<file path="config.mk">
export PLATFORM = sky130hd
export DESIGN_NAME = imem_loader_flat
export DESIGN_NICKNAME = d
export VERILOG_FILES = /design/src/rtl/imem_loader_pkg.sv /design/src/rtl/imem_loader_if.sv /design/src/rtl/imem_loader.sv /design/src/flat_wrapper.sv
export SDC_FILE = /design/constraint.sdc
export NUM_CORES = 1
export LEC_CHECK = 0
export ABC_CLOCK_PERIOD_IN_PS = 2530
export CELL_PAD_IN_SITES_DETAIL_PLACEMENT = 1
export CELL_PAD_IN_SITES_GLOBAL_PLACEMENT = 1
export CORE_ASPECT_RATIO = 1.2
export CORE_MARGIN = 4
export CORE_UTILIZATION = 36
export DETAILED_ROUTE_END_ITERATION = 10
export PLACE_DENSITY_LB_ADDON = 0.1
export SYNTH_ARGS = -nofsm -noshare
export SYNTH_HDL_FRONTEND = slang
export SYNTH_SLANG_ARGS = --single-unit
</file>
<file path="constraint.sdc">
create_clock -name Clk -period 2.53 [get_ports Clk]
set_input_delay 0.253 -clock Clk [delete_from_list [all_inputs] [get_ports Clk]]
set_output_delay 0.253 -clock Clk [all_outputs]
set_load 0.005 [all_outputs]
</file>
<file path="src/rtl/imem_loader_pkg.sv">
// ============================================================================
//  Module      : imem_loader_pkg
//  Description : Shared sizes, limits and FSM state encoding for the
//                instruction-memory loader. Optional checksum feature is
//                enabled with the IMEM_LOADER_CSUM_EN macro.
//  Revision    : 1.0 - initial release
// ============================================================================
`default_nettype none

package imem_loader_pkg;

  localparam int ADDR_W = 7;   // instruction memory address width (PC width)
  localparam int DATA_W = 16;  // instruction word width (IR width)
  localparam int DEPTH  = 128; // number of instruction words
  localparam int LEN_W  = 8;   // width of the host word-count field

  // Largest word count a Start may request.
  localparam logic [LEN_W-1:0] LEN_MAX = LEN_W'(DEPTH);

  typedef enum logic [2:0] {
    IDLE  = 3'd0,
    LOAD  = 3'd1,
    CSUM  = 3'd2,
    DRAIN = 3'd3,
    DONE  = 3'd4
  } state_t;

endpackage

`default_nettype wire

</file>
<file path="src/rtl/imem_loader_if.sv">
// ============================================================================
//  Module      : imem_loader_if
//  Description : Host stream, control and instruction-memory write bus of the
//                loader. master = host/processor side, slave = loader.
//  Revision    : 1.0 - initial release
// ============================================================================
`default_nettype none

interface imem_loader_if;
  import imem_loader_pkg::*;

  logic              Start;
  logic [LEN_W-1:0]  Len;
  logic              Abort;
  logic [DATA_W-1:0] In_Data;
  logic              In_Valid;
  logic              In_Ready;
  logic              Mem_Wr;
  logic [ADDR_W-1:0] Mem_Addr;
  logic [DATA_W-1:0] Mem_Data;
  logic              Cpu_Hold;
  logic              Busy;
  logic              Done;
  logic              Err;

  modport master (
    output Start, Len, Abort, In_Data, In_Valid,
    input  In_Ready, Mem_Wr, Mem_Addr, Mem_Data, Cpu_Hold, Busy, Done, Err
  );

  modport slave (
    input  Start, Len, Abort, In_Data, In_Valid,
    output In_Ready, Mem_Wr, Mem_Addr, Mem_Data, Cpu_Hold, Busy, Done, Err
  );

endinterface

`default_nettype wire

</file>
<file path="src/rtl/imem_loader.sv">
// ============================================================================
//  Module      : imem_loader
//  Description : Writes a host-supplied program into instruction memory from
//                address 0 while holding the processor in reset, then
//                releases it one cycle after the final write.
//                Define IMEM_LOADER_CSUM_EN to require a trailing 16-bit
//                checksum word (sum mod 2^16 of the program words).
//  Revision    : 1.0 - initial release
// ============================================================================
`default_nettype none

module imem_loader
  import imem_loader_pkg::*;
(
  input  logic         Clk,
  input  logic         Reset,
  imem_loader_if.slave bus
);

  state_t            state, state_nxt;
  logic [ADDR_W-1:0] count, count_nxt;
  logic [LEN_W-1:0]  len_q, len_nxt;
  logic              mem_wr, mem_wr_nxt;
  logic [ADDR_W-1:0] mem_addr, mem_addr_nxt;
  logic [DATA_W-1:0] mem_data, mem_data_nxt;
  logic              hold, hold_nxt;
  logic              busy, busy_nxt;
  logic              done, done_nxt;
  logic              err, err_nxt;

  logic              in_ready;
  logic              beat;
  logic              last_beat;
  logic              start_ok;
  logic [LEN_W-1:0]  last_idx;

`ifdef IMEM_LOADER_CSUM_EN
  logic [DATA_W-1:0] sum, sum_nxt;
`endif

  // Ready is a pure decode of the state register so it never depends on inputs.
  assign in_ready  = (state == LOAD) || (state == CSUM);
  assign beat      = bus.In_Valid && in_ready;
  assign last_idx  = len_q - LEN_W'(1);
  assign last_beat = (LEN_W'(count) == last_idx);
  assign start_ok  = (bus.Len != '0) && (bus.Len <= LEN_MAX);

  // State, counter and all registered outputs; reset clears everything at once.
  always_ff @(posedge Clk or negedge Reset) begin
    if (!Reset) begin
      state    <= IDLE;
      count    <= '0;
      len_q    <= '0;
      mem_wr   <= 1'b0;
      mem_addr <= '0;
      mem_data <= '0;
      hold     <= 1'b0;
      busy     <= 1'b0;
      done     <= 1'b0;
      err      <= 1'b0;
    end else begin
      state    <= state_nxt;
      count    <= count_nxt;
      len_q    <= len_nxt;
      mem_wr   <= mem_wr_nxt;
      mem_addr <= mem_addr_nxt;
      mem_data <= mem_data_nxt;
      hold     <= hold_nxt;
      busy     <= busy_nxt;
      done     <= done_nxt;
      err      <= err_nxt;
    end
  end

`ifdef IMEM_LOADER_CSUM_EN
  // Running checksum of accepted program words.
  always_ff @(posedge Clk or negedge Reset) begin
    if (!Reset) sum <= '0;
    else        sum <= sum_nxt;
  end
`endif

  // Next-state and next-output decode; Abort outranks a same-cycle beat.
  always_comb begin
    state_nxt    = state;
    count_nxt    = count;
    len_nxt      = len_q;
    mem_wr_nxt   = 1'b0;
    mem_addr_nxt = mem_addr;
    mem_data_nxt = mem_data;
    hold_nxt     = hold;
    done_nxt     = 1'b0;
    err_nxt      = 1'b0;
`ifdef IMEM_LOADER_CSUM_EN
    sum_nxt      = sum;
`endif

    case (state)
      IDLE: begin
        if (bus.Start) begin
          if (start_ok) begin
            len_nxt   = bus.Len;
            count_nxt = '0;
            hold_nxt  = 1'b1;
            state_nxt = LOAD;
`ifdef IMEM_LOADER_CSUM_EN
            sum_nxt   = '0;
`endif
          end else begin
            err_nxt = 1'b1;
          end
        end
      end

      LOAD: begin
        if (bus.Abort) begin
          err_nxt   = 1'b1;
          state_nxt = IDLE;
        end else if (beat) begin
          mem_wr_nxt   = 1'b1;
          mem_addr_nxt = count;
          mem_data_nxt = bus.In_Data;
          count_nxt    = count + 1'b1;
`ifdef IMEM_LOADER_CSUM_EN
          sum_nxt      = sum + bus.In_Data;
          if (last_beat) state_nxt = CSUM;
`else
          if (last_beat) state_nxt = DRAIN;
`endif
        end
      end

`ifdef IMEM_LOADER_CSUM_EN
      CSUM: begin
        if (bus.Abort) begin
          err_nxt   = 1'b1;
          state_nxt = IDLE;
        end else if (beat) begin
          // The checksum word is compared only, never written to memory.
          if (bus.In_Data == sum) begin
            state_nxt = DRAIN;
          end else begin
            err_nxt   = 1'b1;
            state_nxt = IDLE;
          end
        end
      end
`endif

      DRAIN: begin
        if (bus.Abort) begin
          err_nxt   = 1'b1;
          state_nxt = IDLE;
        end else begin
          done_nxt  = 1'b1;
          hold_nxt  = 1'b0;
          state_nxt = DONE;
        end
      end

      DONE: begin
        err_nxt   = bus.Abort;
        state_nxt = IDLE;
      end

      default: begin
        state_nxt = IDLE;
      end
    endcase

    busy_nxt = (state_nxt != IDLE);
  end

  assign bus.In_Ready = in_ready;
  assign bus.Mem_Wr   = mem_wr;
  assign bus.Mem_Addr = mem_addr;
  assign bus.Mem_Data = mem_data;
  assign bus.Cpu_Hold = hold;
  assign bus.Busy     = busy;
  assign bus.Done     = done;
  assign bus.Err      = err;

endmodule

`default_nettype wire

</file>
<file path="src/flat_wrapper.sv">
// flat-port wrapper written by rule: the top's interface ports become plain ports
module imem_loader_flat import imem_loader_pkg::*;
  (Clk, Reset, bus_Start, bus_Len, bus_Abort, bus_In_Data, bus_In_Valid, bus_In_Ready, bus_Mem_Wr, bus_Mem_Addr, bus_Mem_Data, bus_Cpu_Hold, bus_Busy, bus_Done, bus_Err);
  imem_loader_if bus_i ();
  input  logic Clk;
  input  logic Reset;
  input wire logic [$bits(bus_i.Start)-1:0] bus_Start;
  input wire logic [$bits(bus_i.Len)-1:0] bus_Len;
  input wire logic [$bits(bus_i.Abort)-1:0] bus_Abort;
  input wire logic [$bits(bus_i.In_Data)-1:0] bus_In_Data;
  input wire logic [$bits(bus_i.In_Valid)-1:0] bus_In_Valid;
  output wire logic [$bits(bus_i.In_Ready)-1:0] bus_In_Ready;
  output wire logic [$bits(bus_i.Mem_Wr)-1:0] bus_Mem_Wr;
  output wire logic [$bits(bus_i.Mem_Addr)-1:0] bus_Mem_Addr;
  output wire logic [$bits(bus_i.Mem_Data)-1:0] bus_Mem_Data;
  output wire logic [$bits(bus_i.Cpu_Hold)-1:0] bus_Cpu_Hold;
  output wire logic [$bits(bus_i.Busy)-1:0] bus_Busy;
  output wire logic [$bits(bus_i.Done)-1:0] bus_Done;
  output wire logic [$bits(bus_i.Err)-1:0] bus_Err;
  assign bus_i.Start = bus_Start;
  assign bus_i.Len = bus_Len;
  assign bus_i.Abort = bus_Abort;
  assign bus_i.In_Data = bus_In_Data;
  assign bus_i.In_Valid = bus_In_Valid;
  assign bus_In_Ready = bus_i.In_Ready;
  assign bus_Mem_Wr = bus_i.Mem_Wr;
  assign bus_Mem_Addr = bus_i.Mem_Addr;
  assign bus_Mem_Data = bus_i.Mem_Data;
  assign bus_Cpu_Hold = bus_i.Cpu_Hold;
  assign bus_Busy = bus_i.Busy;
  assign bus_Done = bus_i.Done;
  assign bus_Err = bus_i.Err;
  imem_loader u_core (.Clk(Clk), .Reset(Reset), .bus(bus_i));
endmodule
</file>
# --- Word level (Yosys, flattened, before mapping) ---
# Cells that the tools add are included.
op_classes:
  magnitude_cmp: 1
  n_mux: 25
  bitwise: 1
  eq_ne: 10
  n_addsub: 2
  n_reduce_logical: 13
ops:
  columns: ["operator", "count"]
  rows:
  - ["two-way mux 7 bit", 4]
  - ["two-way mux 3 bit", 6]
  - ["one-hot mux 7 bit (2 select lines)", 1]
  - ["two-way mux 1 bit", 11]
  - ["one-hot mux 3 bit (3 select lines)", 1]
  - ["equality test 7 x 8 -> 1 bit", 1]
  - ["<= comparator 8 bit, second input constant", 1]
  - ["nonzero test 8 bit", 1]
  - ["subtractor 8 x 1 -> 8 bit, second input constant", 1]
  - ["adder 7 x 1 -> 7 bit, second input constant", 1]
  - ["equality test 3 x 2 -> 1 bit, second input constant", 2]
  - ["inequality test 2 bit, second input constant", 3]
  - ["AND reduction 3 bit", 2]
  - ["AND reduction 5 bit", 1]
  - ["inequality test 2 x 1 -> 1 bit, second input constant", 2]
  - ["AND reduction 4 bit", 1]
  - ["nonzero test 2 bit", 2]
  - ["equality test 3 x 1 -> 1 bit, second input constant", 1]
  - ["equality test 3 bit, second input constant", 1]
  - ["zero test 3 bit", 1]
  - ["one-hot mux 1 bit (3 select lines)", 1]
  - ["nonzero test 3 bit", 1]
  - ["logical AND 1 bit", 2]
  - ["one-hot mux 1 bit (2 select lines)", 1]
  - ["3 further kinds", 3]
word_totals:
  input_bits: 29
  ff_bits: 46
  out_inout_bits: 29

# --- Longest topological paths before layout ---
# Gate-level depths: netlist (run 1).
logic_depth:
  ltp_word: 7
  ltp_mapped: 7

# --- Worst setup path before layout (run 1) ---
# No wires, ideal clock.
synth_path:
  path_type: "reg-to-reg"
  from: "register u_core.state[1]"
  to: "register u_core.len_q[6]"
  stages_incl_launch_ff: 6
  n_path_buf: 2
  t_arrival_ns: 1.764
  period_less_slack_ns: 1.889
  slack_ns: 0.641
  setup_time_ns: 0.125
  cell_sequence: "dfrtp_1 -> buf_6 -> or4b_4 -> nor3_4 -> buf_6 -> mux2_4"
synth_via:
  elab_chain_len: 2
synth_rtl:
  columns: ["element", "line", "rtl"]
  rows:
  - ["from (decl)", "imem_loader.sv:20", "state_t state, state_nxt;"]
  - ["from (signal assigned)", "imem_loader.sv:62", "state <= state_nxt;"]
  - ["zero test 3 bit", "imem_loader.sv:98", "case (state)"]
  - ["AND reduction 3 bit (no source line)", null, null]
  - ["to (signal assigned)", "imem_loader.sv:64", "len_q <= len_nxt;"]
  - ["to (decl)", "imem_loader.sv:22", "logic [LEN_W-1:0] len_q, len_nxt;"]
# Every way passes these cells.
# A chain may end at the register's enable or synchronous reset.

# --- Final worst setup path (run 1) ---
layout_path:
  from: "register u_core.state[2]"
  to: "register u_core.count[0]"
layout_via:
  elab_chain_len: 5
  elab_cells_between_ends: 12
  cone_classes: "eq/ne: 6; mux: 1; reduce/logical: 5"
layout_rtl:
  columns: ["element", "line", "rtl"]
  rows:
  - ["equality test 3 x 1 -> 1 bit or equality test 3 x 2 -> 1 bit (tied branches)", "imem_loader.sv:42, imem_loader.sv:98", null]
  - ["logical OR 1 bit", "imem_loader.sv:42", "assign in_ready = (state == LOAD) || (state == CSUM);"]
  - ["logical AND 1 bit", "imem_loader.sv:43", "assign beat = bus.In_Valid && in_ready;"]
  - ["inequality test 2 x 1 -> 1 bit (no source line)", null, null]
  - ["AND reduction 5 bit (no source line)", null, null]
  - ["to (signal assigned)", "imem_loader.sv:63", "count <= count_nxt;"]
  - ["to (decl)", "imem_loader.sv:21", "logic [ADDR_W-1:0] count, count_nxt;"]
# Parallel ways exist; a longest one is shown, timed or not.

==> impl_metrics.csv, run 1 <==
group,metric,value,unit
timing,finalCritPeriodShare,76.9,%
layout,fin_util,50.5,%
layout,final-instance-count-excl-fill,338,
grt,grt-ovfl-total,0,
timing,slew_viol_final,0,
clock_network,clk_latency,0.30,ns
logic_synthesis,synth_compound_area_share,4.11,%
critical_path,crit_fanout,10,
pwr,ir_drop,282,uV
logic_synthesis,synth-adder-area-share,1.19,%
logic_synthesis,ys.flop_type,"dfrtp_1",
timing,slew_headroom,67.1,%
timing,skew,0.00395,ns
floorplan,initial_utilization,37.1,%
logic_synthesis,syn_inst,193,
clock_network,cts-resized-gates,0,
layout,fin_nets,288,
detailed_routing,via_count,1622,
layout,antenna_cells,0,
clock_network,hold_buffers,1,
clock_network,tritoncts,"built",
place,placed_cell_area,0.00276,sq mm
layout,multi_input_area,895,sq um
timing,max_freq,0.514,GHz
place,hpwl,3510,microns
logic_synthesis,synth_area,0.00210,sq mm
clock_network,cts_buffer_depth,2,
job,drv_cap,0,
logic_synthesis,synthXorXnorAreaFrac,5.84,%
pwr,power,2.00,mW
place,place_ws,0.260,ns
clock_network,h-tree-depth,2,
detailed_routing,routed_via_density,4.80,
grt,antenna_found_initial,0,
timing,whs,0.423,ns
critical_path,arrival,2.11,ns
layout,mostFrequentLayoutCells,"clkdlybuf4s50_1 (56), nand2_1 (50), dfrtp_1 (46)",
clock_network,numCtsBuffers,5,
grt,grt_max_degree,29,
clock_network,cts_setup_buffers,0,
clock_network,clock_sinks,46,
logic_synthesis,synth_top_family_by_area,"simple AND/OR/NAND/NOR gates",
clock_network,path_clk_slew,0.08,ns
critical_path,r2r_end,"u_core.count[0]",
layout,layout_commonest_cell,"clkdlybuf4s50_1",
place,dp.cells,329,
run_status,status,"complete, no violations",
pwr,p_per_area,698,mW/mm^2
grt,grt_pass1_wl,8250,microns
logic_synthesis,synth-seq-cells,46,
logic_synthesis,synthMuxAreaShare,8.22,%
layout,drive_gt1_share,14.0,%
hold_path,hp-class,"input pin to async pin",
floorplan,die_w,77.7,microns
critical_path,startpoint,"u_core.state[2]",
pwr,leakagePower,1.29,nW
layout,seq_area,0.00115,sq mm
critical_path,path_class,"register to register",
critical_path,r2r-start,"u_core.state[2]",
timing,period_minus_slack,1.95,ns
logic_synthesis,synth_edf_count,0,
floorplan,rows,30,
timing,tightest_slew,0.492,ns
critical_path,reg2reg_slack,0.58,ns
timing,rsz0062_at_grt,"false",
logic_synthesis,synth-simple-area-share,23.2,%
floorplan,die-area,0.00713,sq mm
detailed_routing,antenna_left,0,
logic_synthesis,synth.distinct_cells,45,
logic_synthesis,synth-async-reset-ratio,100,%
grt,grtUsageTotal,14.5,%
layout,syn_to_final_growth,36.2,%
timing,setup_tns,0,ns
place,gp_congestion,0.711,
logic_synthesis,synth-seq-area-share,54.8,%
layout,fin_area,0.00286,sq mm
layout,fill_cells,622,
detailed_routing,wl_per_cell,14.0,microns
critical_path,endpoint,"u_core.count[0]",
detailed_routing,dr.pass1.iters,4,
logic_synthesis,synth.avg_cell_area,10.9,sq um
grt,grt_pass1_vias,1738,
floorplan,die_h,91.7,microns
place,io_buffers,57,
floorplan,coreArea,0.00567,sq mm
logic_synthesis,synth_fp_nets,224,
clock_network,cts_root_buf,"clkbuf_8",
detailed_routing,drcViolationCount,0,
critical_path,reg2reg_depth,4,
floorplan,io_pins,58,
logic_synthesis,yosys_warnings,0,
timing,fin_ws,0.583,ns
detailed_routing,drt_iter0_drc,61,
critical_path,cp.required,2.70,ns
critical_path,cp-start-kind,"register",
timing,hold_viol_final,0,
timing,setup_violations,0,
detailed_routing,drt-total-wl,4720,microns
critical_path,end_kind,"register",
[cells by family (layout without fill, tap and decap cells)]
group                      count (synthesis)  count (layout)
AOI/OAI and AO/OA                         13              13
xor gates and xnor gates                  14              14
adders and majority gates                  2               2
buffers and inverters                     10              75
DFF                                       46              46
muxes                                     15              15
and+or+nand+nor                           93              93
[where the power goes]
group          internal (mW)  switching, mW
registers              0.869          0.111
clock network          0.221          0.243
logic                  0.345          0.207
total                   1.44          0.561
[worst max-delay path, cell delays in order (launching register included)]
cell and delay, ns:
dfrtp_1 0.48, or4b_4 0.60, nor3_4 0.36, buf_4 0.25
o221ai_1 0.12
[sequential cells by signal, indices dropped and copies added, names as in the netlist]
name                 flops
u_core.bus.Err           1
u_core.bus.Mem_Data     16
u_core.bus.Mem_Addr      7
u_core.bus.Cpu_Hold      1
u_core.bus.Done          1
u_core.state             3
u_core.len_q             8
u_core.count             7
u_core.bus.Mem_Wr        1
u_core.bus.Busy          1
[cell type report]
type                    instances  share of cell area (%)
well taps                      80                    3.50
clock buffers                   7                    3.02
inverters                       5                   0.656
multi-input cells             137                    31.3
flip-flops and latches         46                    40.2
clock inverters                 1                   0.175
repair buffers                 62                    21.2
[cell usage after synthesis (2+ instances only)]
cell type | count | area [sq um]
nor4_1 | 2 | 12.5
and2_1 | 2 | 12.5
xor2_1 | 7 | 61.3
o21ai_0 | 3 | 15.0
nor2_1 | 8 | 30.0
dfrtp_1 | 46 | 1150
nor2b_1 | 3 | 18.8
nor3_1 | 2 | 10.0
and4bb_2 | 2 | 25.0
a21oi_1 | 2 | 10.0
xnor2_1 | 7 | 61.3
nand2b_1 | 2 | 12.5
buf_6 | 2 | 22.5
nand2_1 | 50 | 188
nand3_1 | 5 | 25.0
buf_2 | 2 | 10.0
nand4_1 | 3 | 18.8
inv_1 | 4 | 15.0
mux2_2 | 14 | 158
ha_1 | 2 | 25.0
[worst min-delay path by stage]
stage                     start                      to  cells after the start
final                     Reset  u_core.bus.Mem_Data[2]                      2
after global routing      Reset  u_core.bus.Mem_Addr[1]                      2
after CTS                 Reset  u_core.bus.Mem_Data[2]                      2
after detailed placement  Reset  u_core.bus.Mem_Data[2]                      1
after global placement    Reset  u_core.bus.Mem_Data[2]                      1
after floorplan           Reset         u_core.bus.Busy                      0
[metal layers]
metal  part of all wire (%)  vias up  GRT usage, %
met5                      0        -             0
met4                    1.7        0          5.34
met2                     52       38          25.4
met1                     42      798          17.1
li1                       -      779             -
met3                    5.0        7          3.54
No activity file was read; power rests on OpenSTA's default activity.
==> run 2: changes to the inputs <==
--- a/config.mk
+++ b/config.mk
@@ -5,7 +5,7 @@
 export SDC_FILE = /design/constraint.sdc
 export NUM_CORES = 1
 export LEC_CHECK = 0
-export ABC_CLOCK_PERIOD_IN_PS = 2530
+export ABC_CLOCK_PERIOD_IN_PS = 1860
 export CELL_PAD_IN_SITES_DETAIL_PLACEMENT = 1
 export CELL_PAD_IN_SITES_GLOBAL_PLACEMENT = 1
 export CORE_ASPECT_RATIO = 1.2
==> constraint.sdc (replaced) <==
create_clock -name Clk -period 1.86 [get_ports Clk]
set_input_delay 0.186 -clock Clk [delete_from_list [all_inputs] [get_ports Clk]]
set_output_delay 0.186 -clock Clk [all_outputs]
set_load 0.005 [all_outputs]
==> run 2 against run 1 <==
Compared with the run above:
- count of clock-buffer cells in the layout stayed put
- via count is 2.5% higher
- die area stayed put
- total power is 36% higher
- clock power is 22% higher
- worst hold slack worse by 0.030 ns
- wire length is 4.7% higher
- critical path type is now input pin to register
- largest power group unchanged
==> impl_metrics.csv, run 2 (synthesized netlist as in run 1, its figures left out) <==
group,metric,value,unit
timing,setup_violations,0,
detailed_routing,drcViolationCount,0,
hold_path,hp-class,"input pin to async pin",
timing,hold_viol_final,0,
floorplan,initial_utilization,37.1,%
critical_path,cp.required,2.04,ns
critical_path,arrival,2.00,ns
timing,whs,0.394,ns
critical_path,path_cells,"clkdlybuf4s50_1 -> nor4_1 -> a21boi_0 -> nor3_4 -> buf_4 -> mux2_2",
critical_path,endpoint,"u_core.len_q[7]",
detailed_routing,via_count,1663,
clock_network,cts_root_buf,"clkbuf_8",
detailed_routing,antenna_left,0,
critical_path,reg2reg_slack,0.09,ns
place,gp_congestion,0.724,
timing,fin_ws,0.0466,ns
timing,skew,0.00590,ns
place,hpwl,3800,microns
critical_path,timing.critical_path.slowest_stage_cell,"clkdlybuf4s50_1",
critical_path,r2r-start,"u_core.state[1]",
critical_path,end_kind,"register",
clock_network,cts_buffer_depth,2,
place,place_ws,-0.265,ns
layout,fin_area,0.00301,sq mm
layout,mostFrequentLayoutCells,"clkdlybuf4s50_1 (56), nand2_1 (50), dfrtp_1 (46)",
critical_path,slowest_delay,0.41,ns
layout,antenna_cells,0,
clock_network,h-tree-depth,2,
grt,antenna_found_initial,0,
grt,grt-ovfl-total,0,
floorplan,rows,30,
pwr,p_per_area,899,mW/mm^2
place,dp.cells,346,
detailed_routing,routed_via_density,4.68,
critical_path,crit_cells,6,
floorplan,die_h,91.7,microns
job,drv_cap,0,
layout,layout_commonest_cell,"clkdlybuf4s50_1",
floorplan,die_w,77.7,microns
critical_path,worst-path-buf-inv,2,
layout,largest_reg_flops,16,
critical_path,r2r_end,"u_core.count[6]",
pwr,power,2.71,mW
critical_path,path_class,"input pin to register",
timing,slew_headroom,70.7,%
floorplan,io_pins,58,
layout,fin_util,53.1,%
place,io_buffers,57,
timing,rsz0062_at_grt,"false",
pwr,ir_drop,471,uV
clock_network,clock_sinks,46,
detailed_routing,wl_per_cell,13.9,microns
timing,setup_tns,0,ns
floorplan,coreArea,0.00567,sq mm
grt,grt_pass1_vias,1784,
clock_network,path_clk_slew,0.08,ns
critical_path,cp-start-kind,"input pin",
grt,grt_pass1_wl,8310,microns
floorplan,die-area,0.00713,sq mm
run_status,status,"complete, no violations",
place,placed_cell_area,0.00291,sq mm
detailed_routing,drt-total-wl,4940,microns
critical_path,startpoint,"bus_Len[2]",
critical_path,reg2reg_depth,5,
timing,max_freq,0.551,GHz
timing,slew_viol_final,0,
layout,syn_to_final_growth,43.4,%
grt,grt_max_degree,47,
layout,drive_gt1_share,19.3,%
grt,grtUsageTotal,14.8,%
layout,fin_nets,306,
detailed_routing,drt_iter0_drc,23,
detailed_routing,dr.pass1.iters,3,
clock_network,numCtsBuffers,5,
critical_path,crit_fanout,5,
clock_network,tritoncts,"built",
pwr,leakagePower,1.38,nW
critical_path,critical-path-top-delay-family,"simple AND/OR/NAND/NOR gates",
timing,finalCritPeriodShare,97.5,%
layout,final-instance-count-excl-fill,355,
timing,period_minus_slack,1.81,ns
clock_network,clk_latency,0.30,ns
timing,tightest_slew,0.433,ns
run 2: routing by layer:
| metal | up-vias | global-route usage, % | part of all wire (%) |
|---|---|---|---|
| li1 | 811 | - | - |
| met1 | 808 | 16.4 | 41 |
| met2 | 38 | 26.4 | 52 |
| met3 | 6 | 4.13 | 5.6 |
| met4 | 0 | 5.79 | 1.7 |
| met5 | - | 0 | 0 |
run 2: timing repair:
item / CTS / global route
hold endpoints to repair: 46 / 0
endpoints found under the setup margin: 0 / 2
hold buffers: 1 / 0
gates resized for setup: 0 / 1
setup buffers: 0 / 1
run 2: final cells by class:
type	instances	area [sq um]
Clock buffer	7	76.3
Inverter	5	18.8
Sequential cell	46	1150
Tap cell	80	100
Multi-Input combinational cell	137	900
Fill cell	629	2660
Timing Repair Buffer	80	766
run 2: worst min path at each step:
stage,end,start,cells past startpoint
floorplan,u_core.bus.Busy,Reset,0
global placement,u_core.bus.Mem_Data[3],Reset,2
detailed placement,u_core.bus.Mem_Data[5],Reset,2
CTS,u_core.bus.Mem_Data[5],Reset,3
global route,u_core.bus.Mem_Data[11],bus_In_Data[11],3
finish,u_core.bus.Mem_Data[5],Reset,3
run 2: power breakdown:
| group | total, mW | leakage, nW | switching, mW | internal [mW] |
|---|---|---|---|---|
| Clock | 0.567 | 0.0383 | 0.308 | 0.259 |
| Combinational | 0.824 | 0.753 | 0.309 | 0.516 |
| Sequential | 1.32 | 0.589 | 0.133 | 1.18 |
| Total | 2.71 | 1.38 | 0.749 | 1.96 |
run 2: tightest hold or removal path, delay by kind of cell:
| kind | cells | cell delay (ns) |
|---|---|---|
| buf+inv | 3 | 0.88 |
==> edit 1, RTL diff (config.mk and constraints of run 2) <==
Take the reset off `mem_addr` and load it in a clocked block of its own.
--- a/src/rtl/imem_loader.sv
+++ b/src/rtl/imem_loader.sv
@@ -53,5 +53,4 @@
       len_q    <= '0;
       mem_wr   <= 1'b0;
-      mem_addr <= '0;
       mem_data <= '0;
       hold     <= 1'b0;
@@ -64,5 +63,4 @@
       len_q    <= len_nxt;
       mem_wr   <= mem_wr_nxt;
-      mem_addr <= mem_addr_nxt;
       mem_data <= mem_data_nxt;
       hold     <= hold_nxt;
@@ -71,4 +69,8 @@
       err      <= err_nxt;
     end
+  end
+
+  always_ff @(posedge Clk) begin
+    mem_addr <= mem_addr_nxt;
   end
 
Formal check against the unedited RTL: differs if Reset is asserted again (counterexample within 4 cycles, from zero or initial values and one cycle with Reset low); with Reset held inactive, the same outputs for 10 cycles.
==> edit 1 against run 2 <==
Register-to-register slack worse by 0.08 ns. First-iteration DRC count is 57% higher. Total power is 0.52% lower. Cell area is 2.9% higher. Setup slack worse by 0.034 ns. Via count is 8.8% higher. Sequential share of layout area is 0.091 points higher. Worst hold slack better by 0.019 ns. Area after synthesis is 1.3% higher. Wire length is 6.4% higher. Sequential cell count stayed put. Count of clock-buffer cells in the layout is 1 lower. Clock power is 13% higher. Critical endpoint unchanged. Highest routed layer unchanged.
==> edit 1: results <==
export IMPL_status="finished, final reports clean"
export IMPL_io_buffers=57
export IMPL_dpl_cell_area_mm2=0.002939
export IMPL_gp_congestion=0.7828
export IMPL_final_net_count=331
export IMPL_antenna_found_initial=0
export IMPL_hpwl_um=4006
export IMPL_synth_edf_count=7
export IMPL_drive_gt1_share_pct=17.61
export IMPL_synth_area_leaders="dfrtp_1 (46%), nand2_1 (11%), edfxtp_1 (9.9%), xnor2_1 (3.3%), o21ai_0 (3.1%)"
export IMPL_largest_register_ffs=16
export IMPL_vias_per_cell=4.748
export IMPL_hp_class="in -> reg"
export IMPL_synth_common_cells="nand2_1 (61), dfrtp_1 (39), o21ai_0 (13)"
export IMPL_root_buffer="clkbuf_8"
export IMPL_drt_iter0_drc=36
export IMPL_crit_fanout=5
export IMPL_avgSynthCellArea_um2=10.04
export IMPL_num_antenna_cells=0
export IMPL_grt_pass1_vias=1929
export IMPL_peakVddDrop_mv=0.3315
export IMPL_synthesis_nets=243
export IMPL_dr_total_vias=1809
export IMPL_leakagePower_nw=1.394
export IMPL_cts_clk_slew_worst_paths_ns=0.09
export IMPL_htree_levels=2
export IMPL_yosysUniqueCellTypes=43
export IMPL_nFillCells=664
export IMPL_grt_pass1_wl_um=8942
export IMPL_cts_max_path_buffers=2
export IMPL_power_mw=2.693
export IMPL_post_drt_wl_per_cell_um=13.79
export IMPL_synthFlopType="dfrtp_1"
export IMPL_dp_cells=369
export IMPL_grt_max_degree=40
export IMPL_grt_total_usage_pct=15.64
export IMPL_clock_skew_ns=0.01075
export IMPL_arrival_ns=2.03
export IMPL_worstSkewPairLatency_ns=0.30
export IMPL_first_pass_iters=4
export IMPL_synth_async_reset_ratio_pct=84.78
export IMPL_worstMarginPinSlew_ns=0.4989
export IMPL_seq_area_frac_synth_pct=55.73
edit 1: final cells by class:
class	count	area, um^2	share of cell area [%]
Multi-Input combinational cell	150	878.3	28.34
Tap cell	80	100.1	3.230
Timing Repair Buffer	88	804.5	25.96
Sequential cell	46	1187	38.31
Inverter	9	33.78	1.090
Clock inverter	2	12.51	0.4037
Clock buffer	6	82.58	2.665
edit 1: cells by family after synthesis:
| group | after synthesis | share of synthesized area, % |
|---|---|---|
| flip-flops | 46 | 55.73 |
| multiplexers | 2 | 1.058 |
| adder cells (fa/ha/maj) | 2 | 1.176 |
| AO/OA/AOI/OAI | 28 | 8.172 |
| buffers and inverters | 16 | 4.468 |
| XOR/XNOR | 11 | 4.527 |
| AND/OR/NAND/NOR | 107 | 24.87 |
edit 1: layer usage:
layer	global-route usage [%]	share of wire (%)
met4	5.831	0.91
met2	27.86	52
met1	18.19	42
met3	3.438	5.3
met5	0	0
edit 1: power by group:
part	switching, mW	total, mW	internal [mW]
registers	0.115	1.29	1.17
clock network	0.343	0.643	0.300
logic	0.312	0.761	0.449
total	0.770	2.69	1.92
edit 1: path summary, 6_finish.rpt:
path	start	endpoint	slack [ns]	cells past startpoint
max	u_core.state[0]$_DFF_PN0_	u_core.len_q[7]$_DFFE_PN0P_	0.01	4
min	bus_In_Data[3]	u_core.bus.Mem_Data[3]$_DFFE_PN0P_	0.41	3
max reg2reg	u_core.state[0]$_DFF_PN0_	u_core.len_q[7]$_DFFE_PN0P_	0.01	4
min reg2reg	u_core.bus.Mem_Data[13]$_DFFE_PN0P_	u_core.bus.Mem_Data[13]$_DFFE_PN0P_	0.48	2
max in group asynchronous	Reset	u_core.len_q[0]$_DFFE_PN0P_	1.01	3
min in group asynchronous	Reset	u_core.bus.Mem_Data[10]$_DFFE_PN0P_	0.47	3
edit 1: what timing repair did:
action,in CTS,in global routing
hold buffers,1,0
endpoints found under the hold margin,39,0
pin swaps,1,1
setup buffers,1,2
resized for setup,5,4
setup endpoints to repair,3,6
edit 1: through the flow:
step / setup slack (ns) / hold slack (ns) / utilization [%] / TNS [ns]
2_1_floorplan: -0.03850 / -0.1096 / - / -0.03850
3_3_place_gp: -0.1314 / 0.2803 / 51.51 / -1.007
3_5_place_dp: -0.1691 / 0.2818 / 51.51 / -1.501
4_1_cts: 0.03228 / 0.4078 / 53.82 / 0
5_1_grt: -0.02537 / 0.4119 / 54.32 / -0.04345
6_report: 0.01234 / 0.4124 / 54.32 / 0
edit 1: critical path: stages, from the launching register on:
cell and delay [ns]:
dfrtp_1 0.44, or4b_4 0.56, and4bb_1 0.29, or2_4 0.15, mux2_4 0.29
==> edit 2, RTL diff (flow settings as in run 2) <==
Without the edit above. Set the package constant `ADDR_W` to 8 (it was 7).
--- a/src/rtl/imem_loader_pkg.sv
+++ b/src/rtl/imem_loader_pkg.sv
@@ -10,5 +10,5 @@
 package imem_loader_pkg;
 
-  localparam int ADDR_W = 7;   // instruction memory address width (PC width)
+  localparam int ADDR_W = 8;   // instruction memory address width (PC width)
   localparam int DATA_W = 16;  // instruction word width (IR width)
   localparam int DEPTH  = 128; // number of instruction words
Ports: changed (resized bus_Mem_Addr); port bits go from 58 to 59. The function was not compared with the original's and may differ.
==> edit 2 against run 2 <==
First-iteration DRC count rose by 96%. Wire length rose by 16%. Global-route usage rose by 1.6 points. Setup slack got worse by 0.022 ns. Count of clock-buffer cells in the layout did not move. Sequential cell count rose by 2. Area after synthesis rose by 8.5%. Total power rose by 3.6%. Cell area rose by 8.5%. Core utilization rose by 0.53 points. Clock power rose by 7.8%. Maximum frequency fell by 1.2%. Synthesized cell count fell by 1.0%. Largest cell class unchanged. Largest power group unchanged.
==> edit 2: results <==
export IMPL_status="finished, final reports clean"
export IMPL_dp_slack_ns=-0.3628
export IMPL_synth_common_cells="dfrtp_1 (48), mux2_2 (26), nand2_1 (20)"
export IMPL_drive_gt1_share_pct=27.34
export IMPL_numCtsBuffers=5
export IMPL_synthAdderAreaFrac_pct=1.098
export IMPL_largest_register_ffs=16
export IMPL_io_buffers=58
export IMPL_cts_clk_slew_worst_paths_ns=0.09
export IMPL_final_net_count=308
export IMPL_dp_cells=351
export IMPL_dpl_cell_area_mm2=0.003143
export IMPL_peakVddDrop_mv=0.5828
export IMPL_synth_xor_area_share_pct=7.304
export IMPL_synthesis_nets=222
export IMPL_vias_per_cell=4.925
export IMPL_nFillCells=661
export IMPL_final_cells=360
export IMPL_clock_skew_ns=0.006854
export IMPL_fin_area_mm2=0.003268
export IMPL_synthMuxAreaShare_pct=12.85
export IMPL_grt_total_usage_pct=16.45
export IMPL_slowest_delay_ns=0.43
export IMPL_yosys_warnings=0
export IMPL_postCtsSetupRepairBufs=0
export IMPL_synth_area_leaders="dfrtp_1 (53%), mux2_2 (13%), xnor2_1 (4.6%), nand2_1 (3.3%), xor2_1 (2.7%)"
export IMPL_grt_pass1_vias=1925
export IMPL_grt_max_degree=26
export IMPL_slowest_stage="dfrtp_2"
export IMPL_yosysUniqueCellTypes=44
export IMPL_timing_slew_headroom_pct=55.51
export IMPL_leakagePower_nw=1.446
export IMPL_gp_congestion=0.7922
export IMPL_grt_pass1_wl_um=9708
export IMPL_hpwl_um=4280
export IMPL_crit_fanout=6
export IMPL_arrival_ns=2.02
export IMPL_hp_class="in -> reg"
export IMPL_post_drt_wl_per_cell_um=15.86
export IMPL_seq_area_frac_synth_pct=52.72
export IMPL_synthCells=191
export IMPL_drt_iter0_drc=45
==> edit 2: worst min-delay path, delay by kind of cell <==
family	cells	cell delay, ns
and+or+nand+nor	2	0.10
buffers and inverters	2	0.26
==> edit 2: final timing paths <==
path	from	end	slack, ns	cells after the start
min reg2reg	u_core.len_q[7]$_DFFE_PN0P_	u_core.len_q[7]$_DFFE_PN0P_	0.51	1
min in group asynchronous	Reset	u_core.len_q[0]$_DFFE_PN0P_	0.42	2
min	bus_Len[2]	u_core.len_q[2]$_DFFE_PN0P_	0.29	4
max reg2reg	u_core.state[1]$_DFF_PN0_	u_core.count[0]$_DFFE_PN0P_	0.02	5
max in group asynchronous	Reset	u_core.bus.Mem_Addr[3]$_DFFE_PN0P_	0.90	3
max	u_core.state[1]$_DFF_PN0_	u_core.count[0]$_DFFE_PN0P_	0.02	5
==> edit 2: layer usage <==
layer | vias to the layer above | GRT usage, % | part of all wire [%]
met2 | 31 | 28.11 | 52
met3 | 5 | 3.308 | 3.8
met1 | 886 | 20.90 | 43
li1 | 851 | - | -
met4 | 0 | 5.070 | 1.2
met5 | - | 0 | 0
==> edit 2: kinds of logic after synthesis <==
| group | Yosys count |
|---|---|
| AO/OA/AOI/OAI | 14 |
| XOR/XNOR | 19 |
| adder cells (fa/ha/maj) | 2 |
| multiplexers | 26 |
| AND/OR/NAND/NOR | 73 |
| flip-flops | 48 |
| buffers and inverters | 9 |
==> edit 2: area by class of cell <==
cell class | instances | share of cell area, %
well taps | 82 | 3.139
repair buffers | 85 | 24.62
clock buffers | 7 | 2.335
flip-flops and latches | 48 | 36.79
clock inverters | 1 | 0.1531
inverters | 3 | 0.3446
multi-input cells | 134 | 32.62
==> edit 2: what timing repair did <==
item                                    4_1_cts  5_1_grt
endpoints found under the hold margin        23        0
pin swaps                                     9        5
gates resized for setup                       7        5
endpoints found under the setup margin       12       11
hold buffers                                  1        0
==> edit 2: report_power, final <==
part           internal [mW]  total [mW]  switching [mW]
combinational          0.546       0.854           0.308
clock                  0.265       0.611           0.346
sequential              1.22        1.34           0.119
